**config.mk**
```make
export PLATFORM = sky130hd
export DESIGN_NAME = cv_scale_core_flat
export DESIGN_NICKNAME = d
export VERILOG_FILES = /design/src/rtl/cv_scale_if.sv /design/src/rtl/cv_scale_core.sv /design/src/flat_wrapper.sv
export SDC_FILE = /design/constraint.sdc
export NUM_CORES = 1
export LEC_CHECK = 0
export CAP_MARGIN = 0
export CORE_MARGIN = 3
export CORE_UTILIZATION = 55
export DETAILED_ROUTE_END_ITERATION = 16
export PLACE_DENSITY = 0.9
export SKIP_CTS_REPAIR_TIMING = 1
export SLEW_MARGIN = 20
export SYNTH_ARGS = -nofsm -noshare
export SYNTH_HDL_FRONTEND = slang
export SYNTH_SLANG_ARGS = --single-unit
```
**constraint.sdc**
```tcl
create_clock -name clk24 -period 5.2 [get_ports clk24]
set_clock_uncertainty 0.15 [all_clocks]
set_input_delay 1.04 -clock clk24 [delete_from_list [all_inputs] [get_ports clk24]]
set_output_delay 1.04 -clock clk24 [all_outputs]
set_load 0.02 [all_outputs]
```
**src/rtl/cv_scale_if.sv**
```systemverilog
// Bus between cv_scale_core and its frame buffers: start/mode request, mem0 read port, mem1 write port.
// The thresh member exists only when CV_THRESH_EN is defined.
interface cv_scale_if #(
    parameter int IN_W   = 8,
    parameter int OUT_W  = 4,
    parameter int ADDR_W = 19
);
    logic              start;
    logic [1:0]        mode;
`ifdef CV_THRESH_EN
    logic [IN_W-1:0]   thresh;
`endif
    logic [IN_W-1:0]   din;
    logic [ADDR_W-1:0] addr_mem0;
    logic [ADDR_W-1:0] addr_mem1;
    logic [OUT_W-1:0]  dout;
    logic              we;
    logic              busy;
    logic              core_end;

    modport master (
        output start, output mode,
`ifdef CV_THRESH_EN
        output thresh,
`endif
        output din,
        input  addr_mem0, input addr_mem1, input dout, input we, input busy, input core_end
    );

    modport slave (
        input  start, input mode,
`ifdef CV_THRESH_EN
        input  thresh,
`endif
        input  din,
        output addr_mem0, output addr_mem1, output dout, output we, output busy, output core_end
    );
endinterface

```
**src/rtl/cv_scale_core.sv**
```systemverilog
// Frame raster core: reads mem0, decimates by SCALE, writes OUT_W-bit pixels to mem1.
// Optional feature macro CV_THRESH_EN adds the thresh input and the binarise mode (mode 1x).
module cv_scale_core #(
    parameter int WIDTH      = 640,
    parameter int HEIGHT     = 480,
    parameter int hMaxCount  = 800,
    parameter int vMaxCount  = 525,
    parameter int SCALE      = 1,
    parameter int IN_W       = 8,
    parameter int OUT_W      = 4,
    parameter int CONTINUOUS = 0,
    parameter int ADDR_W     = 19
) (
    input logic       clk24,
    input logic       rst_n,
    cv_scale_if.slave bus
);
    localparam int HW = $clog2(hMaxCount + 1);
    localparam int VW = $clog2(vMaxCount + 1);
    localparam int CW = $clog2(hMaxCount * vMaxCount + 1);
    localparam int SH = (SCALE == 4) ? 2 : (SCALE == 2) ? 1 : 0;
    localparam logic [HW-1:0]     H_LAST  = HW'(hMaxCount - 1);
    localparam logic [HW-1:0]     H_ACT   = HW'(WIDTH);
    localparam logic [VW-1:0]     V_ACT   = VW'(HEIGHT);
    localparam logic [HW-1:0]     H_MASK  = HW'(SCALE - 1);
    localparam logic [VW-1:0]     V_MASK  = VW'(SCALE - 1);
    localparam logic [CW-1:0]     C_FRAME = CW'(hMaxCount * vMaxCount - 1);
    localparam logic [ADDR_W-1:0] W_IN    = ADDR_W'(WIDTH);
    localparam logic [ADDR_W-1:0] W_OUT   = ADDR_W'(WIDTH / SCALE);
    localparam bit                AUTO    = (CONTINUOUS != 0);

    typedef enum logic {S_IDLE, S_RUN} state_t;

    state_t            state_q, state_d;
    logic [HW-1:0]     hor;
    logic [VW-1:0]     ver;
    logic [CW-1:0]     counter;
    logic [1:0]        mode_q, mode_p;
    logic              at_end, pix_ok, valid_p;
    logic [ADDR_W-1:0] addr_p;
    logic [OUT_W-1:0]  pix;
`ifdef CV_THRESH_EN
    logic [IN_W-1:0]   thresh_q, thresh_p;
`endif

    assign at_end       = (state_q == S_RUN) && (counter == C_FRAME);
    assign bus.busy     = (state_q == S_RUN);
    assign bus.core_end = at_end;
    assign bus.addr_mem0 = (state_q == S_RUN) ? (ADDR_W'(hor) + ADDR_W'(ver) * W_IN) : '0;
    assign pix_ok = (state_q == S_RUN) && (hor < H_ACT) && (ver < V_ACT)
                    && ((hor & H_MASK) == '0) && ((ver & V_MASK) == '0);

    always_ff @(posedge clk24 or negedge rst_n) begin
        if (!rst_n) state_q <= S_IDLE;
        else        state_q <= state_d;
    end

    always_comb begin
        state_d = state_q;
        case (state_q)
            S_IDLE:  if (bus.start) state_d = S_RUN;
            S_RUN:   if (at_end && !AUTO) state_d = S_IDLE;
            default: state_d = S_IDLE;
        endcase
    end

    // Raster counters sit at zero outside RUN so the first RUN cycle starts at hor=ver=0.
    always_ff @(posedge clk24 or negedge rst_n) begin
        if (!rst_n) begin
            hor     <= '0;
            ver     <= '0;
            counter <= '0;
        end else if (state_q == S_RUN && !at_end) begin
            counter <= counter + 1'b1;
            if (hor == H_LAST) begin
                hor <= '0;
                ver <= ver + 1'b1;
            end else begin
                hor <= hor + 1'b1;
            end
        end else begin
            hor     <= '0;
            ver     <= '0;
            counter <= '0;
        end
    end

    always_ff @(posedge clk24 or negedge rst_n) begin
        if (!rst_n) begin
            mode_q <= '0;
`ifdef CV_THRESH_EN
            thresh_q <= '0;
`endif
        end else if ((state_q == S_IDLE && bus.start) || (at_end && AUTO)) begin
            mode_q <= bus.mode;
`ifdef CV_THRESH_EN
            thresh_q <= bus.thresh;
`endif
        end
    end

    // Mode travels with each pixel so pixels draining across an auto-restart keep their frame's mode.
    always_ff @(posedge clk24 or negedge rst_n) begin
        if (!rst_n) begin
            valid_p <= 1'b0;
            addr_p  <= '0;
            mode_p  <= '0;
`ifdef CV_THRESH_EN
            thresh_p <= '0;
`endif
        end else begin
            valid_p <= pix_ok;
            addr_p  <= ADDR_W'(hor >> SH) + ADDR_W'(ver >> SH) * W_OUT;
            mode_p  <= mode_q;
`ifdef CV_THRESH_EN
            thresh_p <= thresh_q;
`endif
        end
    end

    always_comb begin
        pix = bus.din[IN_W-1 -: OUT_W];
        if (mode_p == 2'b01) pix = ~bus.din[IN_W-1 -: OUT_W];
`ifdef CV_THRESH_EN
        else if (mode_p[1]) pix = (bus.din >= thresh_p) ? '1 : '0;
`endif
    end

    always_ff @(posedge clk24 or negedge rst_n) begin
        if (!rst_n) begin
            bus.we        <= 1'b0;
            bus.addr_mem1 <= '0;
            bus.dout      <= '0;
        end else begin
            bus.we <= valid_p;
            if (valid_p) begin
                bus.addr_mem1 <= addr_p;
                bus.dout      <= pix;
            end
        end
    end
endmodule

```
**src/flat_wrapper.sv**
```systemverilog
// flat-port wrapper written by rule: the top's interface ports become plain ports
module cv_scale_core_flat 
#(
    parameter int WIDTH      = 640,
    parameter int HEIGHT     = 480,
    parameter int hMaxCount  = 800,
    parameter int vMaxCount  = 525,
    parameter int SCALE      = 1,
    parameter int IN_W       = 8,
    parameter int OUT_W      = 4,
    parameter int CONTINUOUS = 0,
    parameter int ADDR_W     = 19
)
  (clk24, rst_n, bus_start, bus_mode, bus_din, bus_addr_mem0, bus_addr_mem1, bus_dout, bus_we, bus_busy, bus_core_end);
  cv_scale_if #(.IN_W(IN_W), .OUT_W(OUT_W), .ADDR_W(ADDR_W)) bus_i ();
  input logic clk24;
  input logic rst_n;
  input wire logic [$bits(bus_i.start)-1:0] bus_start;
  input wire logic [$bits(bus_i.mode)-1:0] bus_mode;
  input wire logic [$bits(bus_i.din)-1:0] bus_din;
  output wire logic [$bits(bus_i.addr_mem0)-1:0] bus_addr_mem0;
  output wire logic [$bits(bus_i.addr_mem1)-1:0] bus_addr_mem1;
  output wire logic [$bits(bus_i.dout)-1:0] bus_dout;
  output wire logic [$bits(bus_i.we)-1:0] bus_we;
  output wire logic [$bits(bus_i.busy)-1:0] bus_busy;
  output wire logic [$bits(bus_i.core_end)-1:0] bus_core_end;
  assign bus_i.start = bus_start;
  assign bus_i.mode = bus_mode;
  assign bus_i.din = bus_din;
  assign bus_addr_mem0 = bus_i.addr_mem0;
  assign bus_addr_mem1 = bus_i.addr_mem1;
  assign bus_dout = bus_i.dout;
  assign bus_we = bus_i.we;
  assign bus_busy = bus_i.busy;
  assign bus_core_end = bus_i.core_end;
  cv_scale_core #(.WIDTH(WIDTH), .HEIGHT(HEIGHT), .hMaxCount(hMaxCount), .vMaxCount(vMaxCount), .SCALE(SCALE), .IN_W(IN_W), .OUT_W(OUT_W), .CONTINUOUS(CONTINUOUS), .ADDR_W(ADDR_W)) u_core (.clk24(clk24), .rst_n(rst_n), .bus(bus_i));
endmodule
```
==> metrics <==
vias in the first global route 2,907; synth unique cells 46; unrepaired setup endpoints after global routing false; final core occ 0.689; Post-synth top cells dfrtp_1 (88), nor2_1 (49), xor2_1 (28); Hold Crit Class register to register; Final Max Tran Viols 0; Worst-path clk slew roughly 0.09 ns; startpoint types register; CTS Root Cell clkbuf_8; Area growth syn-to-layout 19.0%; Pleak roughly 2.4 nW; CTS tree built; CP arrival 3.86 ns; VDD IR max around 130 uV; Synth area leaders dfrtp_1 (51%), ha_1 (6.4%), xor2_1 (5.7%); total number of vias roughly 3,000; final setup fails 0; First DRT Iteration DRCs 207; largest net degree at the start of global routing just under 90; initial core utilization 0.579; MaxCap Viol Count 0; layout cell share with drive strength beyond 1 0.106; mapped cell area 4290 um2; switching part of the total 0.237; Fillers ~490; DIE WIDTH around 94 um; Antenna Cells 0; Avg Inst Size Synth roughly 11 um2; clk buf depth 2; number of synthesized flops with an enable pin 0; Synth area leader dfrtp_1; DRC violations left 0; count leader, synth dfrtp_1; syn_nets ~420; Clock Latency Late Sink between 0.3 and 0.4 ns; post-synth top area share 0.514; first-pass GRT wire length roughly 14,000 um; Vias/cell about 5.5; H-Tree Level Count 3; GRT Overall Usage 0.196; status finished, final reports clean; die height roughly 94 um; post-DP HPWL 5720 um; Mapped Cells 384; switching power ~0.28 mW; ys flop type dfrtp_1; GRT overflow 0; Slew HR 0.321; drt pass-1 iters 4; final hold violation count 0; final cycle utilization of the critical path 0.971; GP Congestion about 0.81; Tmin final 5.05 ns; Async SR Flop Fraction 1.00; Top Ports 58; R2R cell count 9; IO Port Bufs 53; initial antenna violation count 0; Seq pwr share 0.588; # clock sinks between 80 and 90; Setup Crit Path Kind register to output pin; critical path endpoint category output pin; #FFs+latches synth 88; sequential area share after synthesis 0.514; Clock power frac 0.381; final wirelength roughly 8100 um; measured slew at the worst slew-check pin roughly 1.0 ns; die area about 9000 um2; internal power a little under 0.9 mW; Layout Nets about 470; max frequency around 0.20 GHz; Core ar. approximately 7400 um2; antenna violation net count after detailed routing 0; row count 31; power per cell area about 230 nW/um2; cts bufs inserted 9; WP data required 4.01 ns; CP Max Fanout 6; Hold Slack roughly 0.24 ns; wire per inst 15.0 um; Ys Warns 0; power share of the combinational group 0.030; Worst Hold Depth 0
==> per-layer routing <==
| metal | vias to the layer above | track usage | part of all wire |
|---|---|---|---|
| met3 | 11 | 0.0473 | 0.040 |
| met1 | 1498 | 0.254 | 0.44 |
| met5 | - | 0 | 0 |
| met4 | 0 | 0.0505 | 0.011 |
| met2 | 67 | 0.332 | 0.51 |
| li1 | 1426 | - | - |
==> final timing paths <==
| check | to | slack, ns | from |
|---|---|---|---|
| setup / recovery | bus_addr_mem0[14] | 0.15 | u_core.ver[1] |
| hold / removal | u_core.mode_p[0] | 0.24 | u_core.mode_q[0] |
| setup reg to reg | u_core.addr_p[18] | 1.77 | u_core.ver[1] |
| hold reg to reg | u_core.mode_p[0] | 0.24 | u_core.mode_q[0] |
| max in group asynchronous | u_core.ver[1] | 3.80 | rst_n |
| min in group asynchronous | u_core.bus.dout[0] | 0.57 | rst_n |
==> placed cells by master, fill, tap and decap left out, types with 3 or more instances in the layout <==
| cell | netlist | layout |
|---|---|---|
| a21oi_1 | 12 | 12 |
| and2_1 | 18 | 18 |
| and3_1 | 8 | 8 |
| and4_1 | 3 | 3 |
| clkbuf_8 | 0 | 10 |
| clkdlybuf4s50_1 | 0 | 48 |
| dfrtp_1 | 88 | 87 |
| dlymetal6s2s_1 | 0 | 4 |
| ha_1 | 22 | 22 |
| inv_1 | 6 | 6 |
| mux2_2 | 21 | 21 |
| nand2_1 | 16 | 16 |
| nand2b_1 | 4 | 4 |
| nand3_1 | 15 | 15 |
| nand4_1 | 7 | 7 |
| nor2_1 | 49 | 49 |
| nor2b_1 | 4 | 4 |
| nor3_1 | 5 | 5 |
| o21ai_0 | 10 | 10 |
| or3_1 | 4 | 4 |
| xnor2_1 | 23 | 23 |
| xor2_1 | 28 | 28 |
==> logic make-up after synthesis <==
| logic type | share of synthesized area |
|---|---|
| flops | 0.514 |
| simple gates | 0.175 |
| xor+xnor | 0.104 |
| fa+ha+maj | 0.0735 |
| compound gates | 0.0572 |
| mux | 0.0598 |
| buf+inv | 0.0169 |
==> cell type report <==
class	instances	area (um2)	area share
Clock buffer	10	138	0.0270
Clock inverter	6	48.8	0.00956
Inverter	6	22.5	0.00441
Multi-Input combinational cell	278	2020	0.395
Sequential cell	88	2200	0.432
Tap cell	99	124	0.0243
Timing Repair Buffer	54	549	0.108
==> sequential cells by signal (all words and copies together) (netlist names) <==
name                  cells
u_core.bus.addr_mem1     19
u_core.mode_p             2
u_core.ver               10
u_core.counter           19
u_core.mode_q             2
u_core.hor               10
u_core.valid_p            1
u_core.bus.busy           1
u_core.bus.we             1
u_core.bus.dout           4
u_core.addr_p            19
==> worst max-delay path: stages, from the launching register on <==
cell	delay (ns)
dfrtp_2	0.47
ha_1	0.32
ha_1	0.24
fa_1	0.46
xnor2_1	0.23
or4_4	0.56
a21oi_1	0.19
xor2_1	0.27
and2_1	0.17
clkdlybuf4s50_1	0.60
==> through the flow <==
| step | area, um2 | setup slack [ns] | std cells | setup TNS, ns | power (mW) |
|---|---|---|---|---|---|
| 2_1_floorplan | 4290 | 0.898 | 384 | 0 | 0.714 |
| 3_3_place_gp | 4900 | 0.420 | 525 | 0 | 0.740 |
| 3_5_place_dp | 4900 | 0.275 | 525 | 0 | 0.741 |
| 4_1_cts | 5090 | -0.140 | 541 | -0.231 | 1.18 |
| 5_1_grt | 5100 | 0.0101 | 541 | 0 | 1.21 |
| 6_report | 5100 | 0.151 | 541 | 0 | 1.17 |
==> power groups by stage <==
stage | Clock, mW | Combinational, mW | Sequential [mW]
3_3_place_gp | 0 | 0.0356 | 0.704
3_5_place_dp | 0 | 0.0363 | 0.704
4_1_cts | 0.452 | 0.0364 | 0.691
5_1_grt | 0.483 | 0.0395 | 0.691
6_report | 0.447 | 0.0354 | 0.691
2_1_floorplan | 0 | 0.00617 | 0.708
No activity file was read; power rests on OpenSTA's default activity.
